## config.mk

```make
export PLATFORM = sky130hd
export DESIGN_NAME = pipe_hazard_ctrl
export DESIGN_NICKNAME = d
export VERILOG_FILES = /design/src/rtl/pipe_hazard_ctrl.sv
export SDC_FILE = /design/constraint.sdc
export NUM_CORES = 1
export LEC_CHECK = 0
export ABC_CLOCK_PERIOD_IN_PS = 2000
export CAP_MARGIN = 20
export CORE_MARGIN = 2
export CORE_UTILIZATION = 44
export CTS_BUF_LIST = sky130_fd_sc_hd__clkbuf_2
export DETAILED_ROUTE_END_ITERATION = 8
export PLACE_DENSITY = 0.78
export SYNTH_ARGS = -nofsm -noshare
export SYNTH_HDL_FRONTEND = slang
export SYNTH_SLANG_ARGS = --single-unit
```

## constraint.sdc

```tcl
create_clock -name clk -period 2 [get_ports clk]
set_input_delay 0.4 -clock clk [delete_from_list [all_inputs] [get_ports clk]]
set_output_delay 0.4 -clock clk [all_outputs]
set_load 0.05 [all_outputs]
```

## src/rtl/pipe_hazard_ctrl.sv

```systemverilog
// Pipeline sequencing controller: load-use stalls, taken-branch flushes,
// data-memory wait freezes, saturating event counters and a sticky timeout.
module pipe_hazard_ctrl #(
    parameter int unsigned CNT_W   = 16,
    parameter int unsigned TIMEOUT = 64
) (
    input  logic             clk,
    input  logic             rst_n,
    input  logic [4:0]       id_rn,
    input  logic [4:0]       id_rm,
    input  logic             id_uses_rn,
    input  logic             id_uses_rm,
    input  logic [4:0]       ex_rd,
    input  logic             ex_memrd,
    input  logic             ex_regwr,
    input  logic             br_taken_ex,
    input  logic             dmem_req,
    input  logic             dmem_ready,
    output logic             pc_en,
    output logic             pc_sel_br,
    output logic             ifid_en,
    output logic             idex_en,
    output logic             exmem_en,
    output logic             ifid_flush,
    output logic             idex_flush,
    output logic             memwb_bubble,
    output logic [CNT_W-1:0] stall_cnt,
    output logic [CNT_W-1:0] flush_cnt,
    output logic             err
);

    localparam int unsigned WAIT_W = (TIMEOUT > 1) ? $clog2(TIMEOUT + 1) : 1;
    localparam logic [WAIT_W-1:0] WAIT_LAST =
        (TIMEOUT == 0) ? '0 : WAIT_W'(TIMEOUT - 1);

    typedef enum logic [1:0] {
        RUN      = 2'd0,
        MEM_WAIT = 2'd1,
        ERROR    = 2'd2
    } state_e;

    state_e            state_q, state_d;
    logic [WAIT_W-1:0] wait_q, wait_d;
    logic [CNT_W-1:0]  stall_q, stall_d;
    logic [CNT_W-1:0]  flush_q, flush_d;

    logic mem_block;
    logic freeze;
    logic load_use;
    logic stall_inc;
    logic flush_inc;

    assign mem_block = dmem_req & ~dmem_ready;
    assign freeze    = mem_block | (state_q == ERROR);
    assign load_use  = ex_memrd & ex_regwr & (ex_rd != 5'd31) &
                       ((id_uses_rn & (id_rn == ex_rd)) |
                        (id_uses_rm & (id_rm == ex_rd)));

    // Control outputs: freeze > branch > load-use > normal
    always_comb begin
        pc_en        = 1'b1;
        pc_sel_br    = 1'b0;
        ifid_en      = 1'b1;
        idex_en      = 1'b1;
        exmem_en     = 1'b1;
        ifid_flush   = 1'b0;
        idex_flush   = 1'b0;
        memwb_bubble = 1'b0;
        if (freeze) begin
            pc_en        = 1'b0;
            ifid_en      = 1'b0;
            idex_en      = 1'b0;
            exmem_en     = 1'b0;
            memwb_bubble = 1'b1;
        end else if (br_taken_ex) begin
            pc_sel_br  = 1'b1;
            ifid_flush = 1'b1;
            idex_flush = 1'b1;
        end else if (load_use) begin
            pc_en      = 1'b0;
            ifid_en    = 1'b0;
            idex_flush = 1'b1;
        end
    end

    assign stall_inc = (freeze & (state_q != ERROR)) |
                       (~freeze & ~br_taken_ex & load_use);
    assign flush_inc = ~freeze & br_taken_ex;

    // Next state, wait counter and saturating event counters
    always_comb begin
        state_d = state_q;
        wait_d  = wait_q;
        stall_d = stall_q;
        flush_d = flush_q;
        case (state_q)
            RUN: begin
                wait_d = '0;
                if (mem_block) state_d = MEM_WAIT;
            end
            MEM_WAIT: begin
                if (mem_block) begin
                    if ((TIMEOUT != 0) && (wait_q == WAIT_LAST)) state_d = ERROR;
                    else wait_d = wait_q + WAIT_W'(1);
                end else begin
                    state_d = RUN;
                    wait_d  = '0;
                end
            end
            ERROR:   state_d = ERROR;
            default: state_d = RUN;
        endcase
        if (stall_inc && (stall_q != '1)) stall_d = stall_q + CNT_W'(1);
        if (flush_inc && (flush_q != '1)) flush_d = flush_q + CNT_W'(1);
    end

    // State and counter registers
    always_ff @(posedge clk or negedge rst_n) begin
        if (!rst_n) begin
            state_q <= RUN;
            wait_q  <= '0;
            stall_q <= '0;
            flush_q <= '0;
        end else begin
            state_q <= state_d;
            wait_q  <= wait_d;
            stall_q <= stall_d;
            flush_q <= flush_d;
        end
    end

    assign stall_cnt = stall_q;
    assign flush_cnt = flush_q;
    assign err       = (state_q == ERROR);

endmodule

```

Word-level counts from Yosys, hierarchy flattened
Index checks and enable logic that the tools add are counted.

word-level totals
  flip-flop bits (word level) = 41
  logic and storage cells = 58
  output and inout port bits = 41

cells by class
  bitwise gates (word level) = 16
  equal/unequal tests = 12
  add/subtract/negate cells = 3
  mux-type cells = 17
  reductions and logical operators = 6

operators by type and width
  kind                   number
  $add 16x1->16 const B  2
  $ne 16x16->1 const B   2
  $mux 7                 2
  $pmux 7 s2             1
  $and 1x1->1            10
  $eq 5x5->1             2
  $mux 1                 10
  $add 7x1->7 const B    1
  $eq 7x6->1 const B     1
  $mux 2                 3
  $ne 3x3->1 const B     2
  $pmux 2 s3             1
  $ne 5x5->1 const B     1
  $ne 2x2->1 const B     2
  $reduce_and 2->1       2
  $not 1->1              3
  $or 1x1->1             3
  $eq 2x1->1 const B     1
  $eq 2x2->1 const B     1
  $logic_and 1x1->1      2
  $logic_not 2->1        1
  $reduce_bool 2->1      1

Logic depth before layout (Yosys ltp)
  depth in word-level cells = 8
  depth in mapped cells = 8

Worst setup path after synthesis
No wires, ideal clock.

  kind = reg2out
  start point = register state_q[1]
  end point = output pc_en
  required time = 1.600 ns
  arrival = 3.547 ns
  setup slack = -1.947 ns
  stages on the path, launching flop included = 8
  path through = dfrtp_1 -> buf_2 -> nand2b_1 -> inv_1 -> nor2_1 -> inv_1 -> a31oi_1 -> buf_4

between the ends
  cells in the longest elaborated chain, start to end = 3

RTL lines
  what                    RTL line  RTL
  from (decl)             42        state_e state_q, state_d;
  from (signal assigned)  125       state_q <= state_d;
  $eq 2x2->1              n/a
  named net err           29        output logic err
  $or 1x1->1              54        assign freeze = mem_block | (state_q == ERROR);
  $mux 1                  69        if (freeze) begin
  to (decl)               19        output logic pc_en,

The timed path passes the listed nets, and every way through them passes these cells.

Worst setup path in the final report
  start point = register state_q[1]
  end point = output pc_en

between the ends
  cells in the longest elaborated chain, start to end = 3

RTL lines
  what        RTL line
  $eq 2x2->1  54
  $or 1x1->1  54
  $mux 1      69

No other way between the ends.

==> flow_summary_export.csv <==
group,metric,value,unit
outcome,outcome,"finished, violations left",
outcome,violations,"negative setup slack",
worst_hold_path,holdPathStages,1,
floorplanning,dieHeight,74.7,um
yosys,synthTopCellsByCount,"41 x dfrtp_1, 22 x xnor2_1, 19 x nand2_1, 19 x xor2_1, 17 x nand3_1",
yosys,yosys.area_share.adder,1.71,%
yosys,syn-cell-area,2200,um2
final_layout,n_fill_cell,372,
sta,rsz0062_at_grt,"true",
pwr,p_leak,0.00163,uW
yosys,syn_avg_cell_area,10.7,um2
floorplanning,core_area,4790,um2
sta,max_freq,475,MHz
yosys,synth_area_leaders,"dfrtp_1 47%, xnor2_1 8.8%, xor2_1 7.6%, nand3_1 3.9%, nand2_1 3.2%",
critical_path,cp_common_cell,"clkinvlp_4",
yosys,synthMostInstantiatedCell,"dfrtp_1",
sta,finalSetupTns,-0.291,ns
floorplanning,die_width,74.7,um
clocking,cts_tree,"yes",
critical_path,crit_type,"reg -> out",
yosys,synth-main-ff-cell,"dfrtp_1",
sta,worst_pin_slew,0.641,ns
yosys,yosysTopAreaCell,"dfrtp_1",
yosys,netlist.area_leader.share,46.6,%
pwr,cellPowerDensity,792,nW/um2
clocking,cts_num_sinks,41,
final_layout,antenna_cells,0,
final_layout,drive_gt1_share,32.3,%
yosys,ys_seq_area_share,46.6,%
floorplanning,pin_count,65,
clocking,cts.htree.levels,2,
floorplanning,rows,25,
placement,io_buffers,64,
drt,wirelength,5.24,mm
pwr,peakVddDrop,0.779,mV
clocking,cts_buffers,5,
placement,gp_congestion,0.860,
global_route,grtUsageTotal,19.8,%
sta,setup_viol,4,
final_layout,final_util,70.5,%
yosys,synth_cells,206,
drt,final_antenna_net_count,0,
critical_path,ff2ff_setup_slack,0.06,ns
drt,wl_per_cell,13.9,um
critical_path,crit_chain,"nand2b_4 -> clkinvlp_4 -> nor2_4 -> clkinvlp_4 -> a31oi_4 -> buf_6",
placement,dpl-instance-area,3180,um2
critical_path,rr_worst_depth,7,
clocking,root_buffer,"clkbuf_2",
critical_path,r2r-end,"wait_q[5]$_DFFE_PN0P_",
yosys,ys_warn_count,0,
sta,slew_violations,0,
yosys,synth.area.mux_share,1.53,%
final_layout,areaGrowthSynthToFinish,53.4,%
drt,vias_per_cell,5.11,
drt,remaining_drc_errors,0,
floorplanning,dieArea,5580,um2
yosys,synth_edf_count,0,
critical_path,path_buf_inv,3,
yosys,synth-seq-cells,41,
placement,dp_hpwl,3.86,mm
yosys,synth_top_family_by_area,"simple AND/OR/NAND/NOR gates",
worst_hold_path,hold_path_end,"stall_cnt[11]$_DFFE_PN0P_",
final_layout,layout.nets,336,
global_route,grt_overflow,0,
critical_path,slowest_stage,"dfrtp_1",
critical_path,max_stage_delay,0.45,ns
global_route,grt_max_degree,30,
critical_path,worstPathRequired,1.60,ns
global_route,antenna_found_initial,0,
clocking,clkLatencyLatePin,0.40,ns
sta,period_needed,2.11,ns
critical_path,reg2reg_from,"wait_q[0]$_DFFE_PN0P_",
worst_hold_path,hold_path_class,"reg -> reg",
yosys,synth_nets,233,
sta,period_share,105,%
drt,dr.first_iter.drc_count,130,
critical_path,worst_setup_path_end_kind,"primary output",
worst_hold_path,hold_start,"stall_cnt[11]$_DFFE_PN0P_",
clocking,cts.path.max_buffers,2,
sta,skew,0.0164,ns
yosys,synthSimpleGateAreaFrac,24.6,%
drt,vias,1928,
global_route,first_global_vias,1835,
yosys,synth-async-reset-ratio,100,%
critical_path,startpoint_type,"register",
flow_run,drv_cap,0,
yosys,ys_types,44,
drt,firstDrtPassIters,6,
critical_path,worstPathMaxFanout,3,
floorplanning,initial_core_util,46.0,%
sta,finalWorstSetupSlack,-0.106,ns
critical_path,path_delay_family,"flip-flops",
final_layout,stdcell_area,3380,um2
yosys,synth_xor_area_share,16.3,%
critical_path,critPathArrivalTime,1.71,ns
sta,slew_headroom,57.3,%
global_route,grt_pass1_wl,8.43,mm
yosys,synth_compound_area_share,6.82,%
clocking,path_clk_slew,0.21,ns
sta,finalHoldViolCount,0,
-- layout make-up --
class                   count  area [um2]  area share, %
flip-flops and latches     41        1030           30.7
repair buffers            101         925           27.4
clock inverters             2        33.8           1.00
multi-input cells         156        1250           36.9
inverters                   4        22.5          0.667
clock buffers               6        30.0          0.890
well taps                  67        83.8           2.48
-- cell families (layout without fill, tap and decap cells) --
family,count (synthesis),in the layout
muxes,3,3
and+or+nand+nor,90,90
adders and majority gates,3,3
buffers and inverters,9,113
AOI/OAI and AO/OA,19,19
xor gates and xnor gates,41,41
DFF,41,41
-- report_power, final --
group          switching (uW)  internal, uW
Combinational             699           367
Clock                     264           213
Sequential                166           965
Total                    1130          1550
-- timing repair --
action	4_1_cts	5_1_grt
pin swaps	13	15
hold buffers	1	0
endpoints found under the setup margin	35	13
resized for setup	47	20
endpoints found under the hold margin	5	0
buffers inserted	6	5
-- routing by layer --
metal	track usage, %	wire length, um	vias to the layer above
met1	25.7	2330	934
met2	33.3	2520	58
met4	5.36	57	0
met5	0	0	-
li1	-	-	930
met3	4.69	334	6
-- worst max path at each step --
stage | startpoint | end | slack (ns) | depth (start not counted)
2_1_floorplan | state_q[1]$_DFFE_PN0P_ | pc_en | -0.79 | 7
3_3_place_gp | ex_rd[4] | stall_cnt[13]$_DFFE_PN0P_ | -0.36 | 8
3_5_place_dp | ex_rd[4] | stall_cnt[13]$_DFFE_PN0P_ | -0.43 | 8
4_1_cts | state_q[1]$_DFFE_PN0P_ | pc_en | -0.14 | 6
5_1_grt | state_q[1]$_DFFE_PN0P_ | pc_en | -0.21 | 6
6_report | state_q[1]$_DFFE_PN0P_ | pc_en | -0.11 | 6
-- through the flow --
stage / setup slack [ns] / hold WS [ns] / std cells / total power [uW]
2_1_floorplan: -0.786 / 0.104 / 206 / 1850
3_3_place_gp: -0.360 / 0.467 / 357 / 2270
3_5_place_dp: -0.427 / 0.464 / 357 / 2290
4_1_cts: -0.137 / 0.497 / 372 / 2690
5_1_grt: -0.209 / 0.503 / 377 / 2820
6_report: -0.106 / 0.492 / 377 / 2670
-- sequential cells by signal (all words and copies together), names as in the netlist --
name	cells
flush_cnt	16
stall_cnt	16
wait_q	7
state_q	2
-- placed cells by master (no fill, tap or decap), types with 7 or more instances in the layout --
cell type / Yosys / final
clkbuf_2: 0 / 7
xor2_1: 19 / 19
dlygate4sd2_1: 0 / 39
nand3_1: 17 / 14
dfrtp_1: 41 / 34
dfrtp_2: 0 / 7
nand2_1: 19 / 19
buf_4: 3 / 41
xnor2_1: 22 / 22
nor3_1: 7 / 7
(Power assumes the default switching activity.)
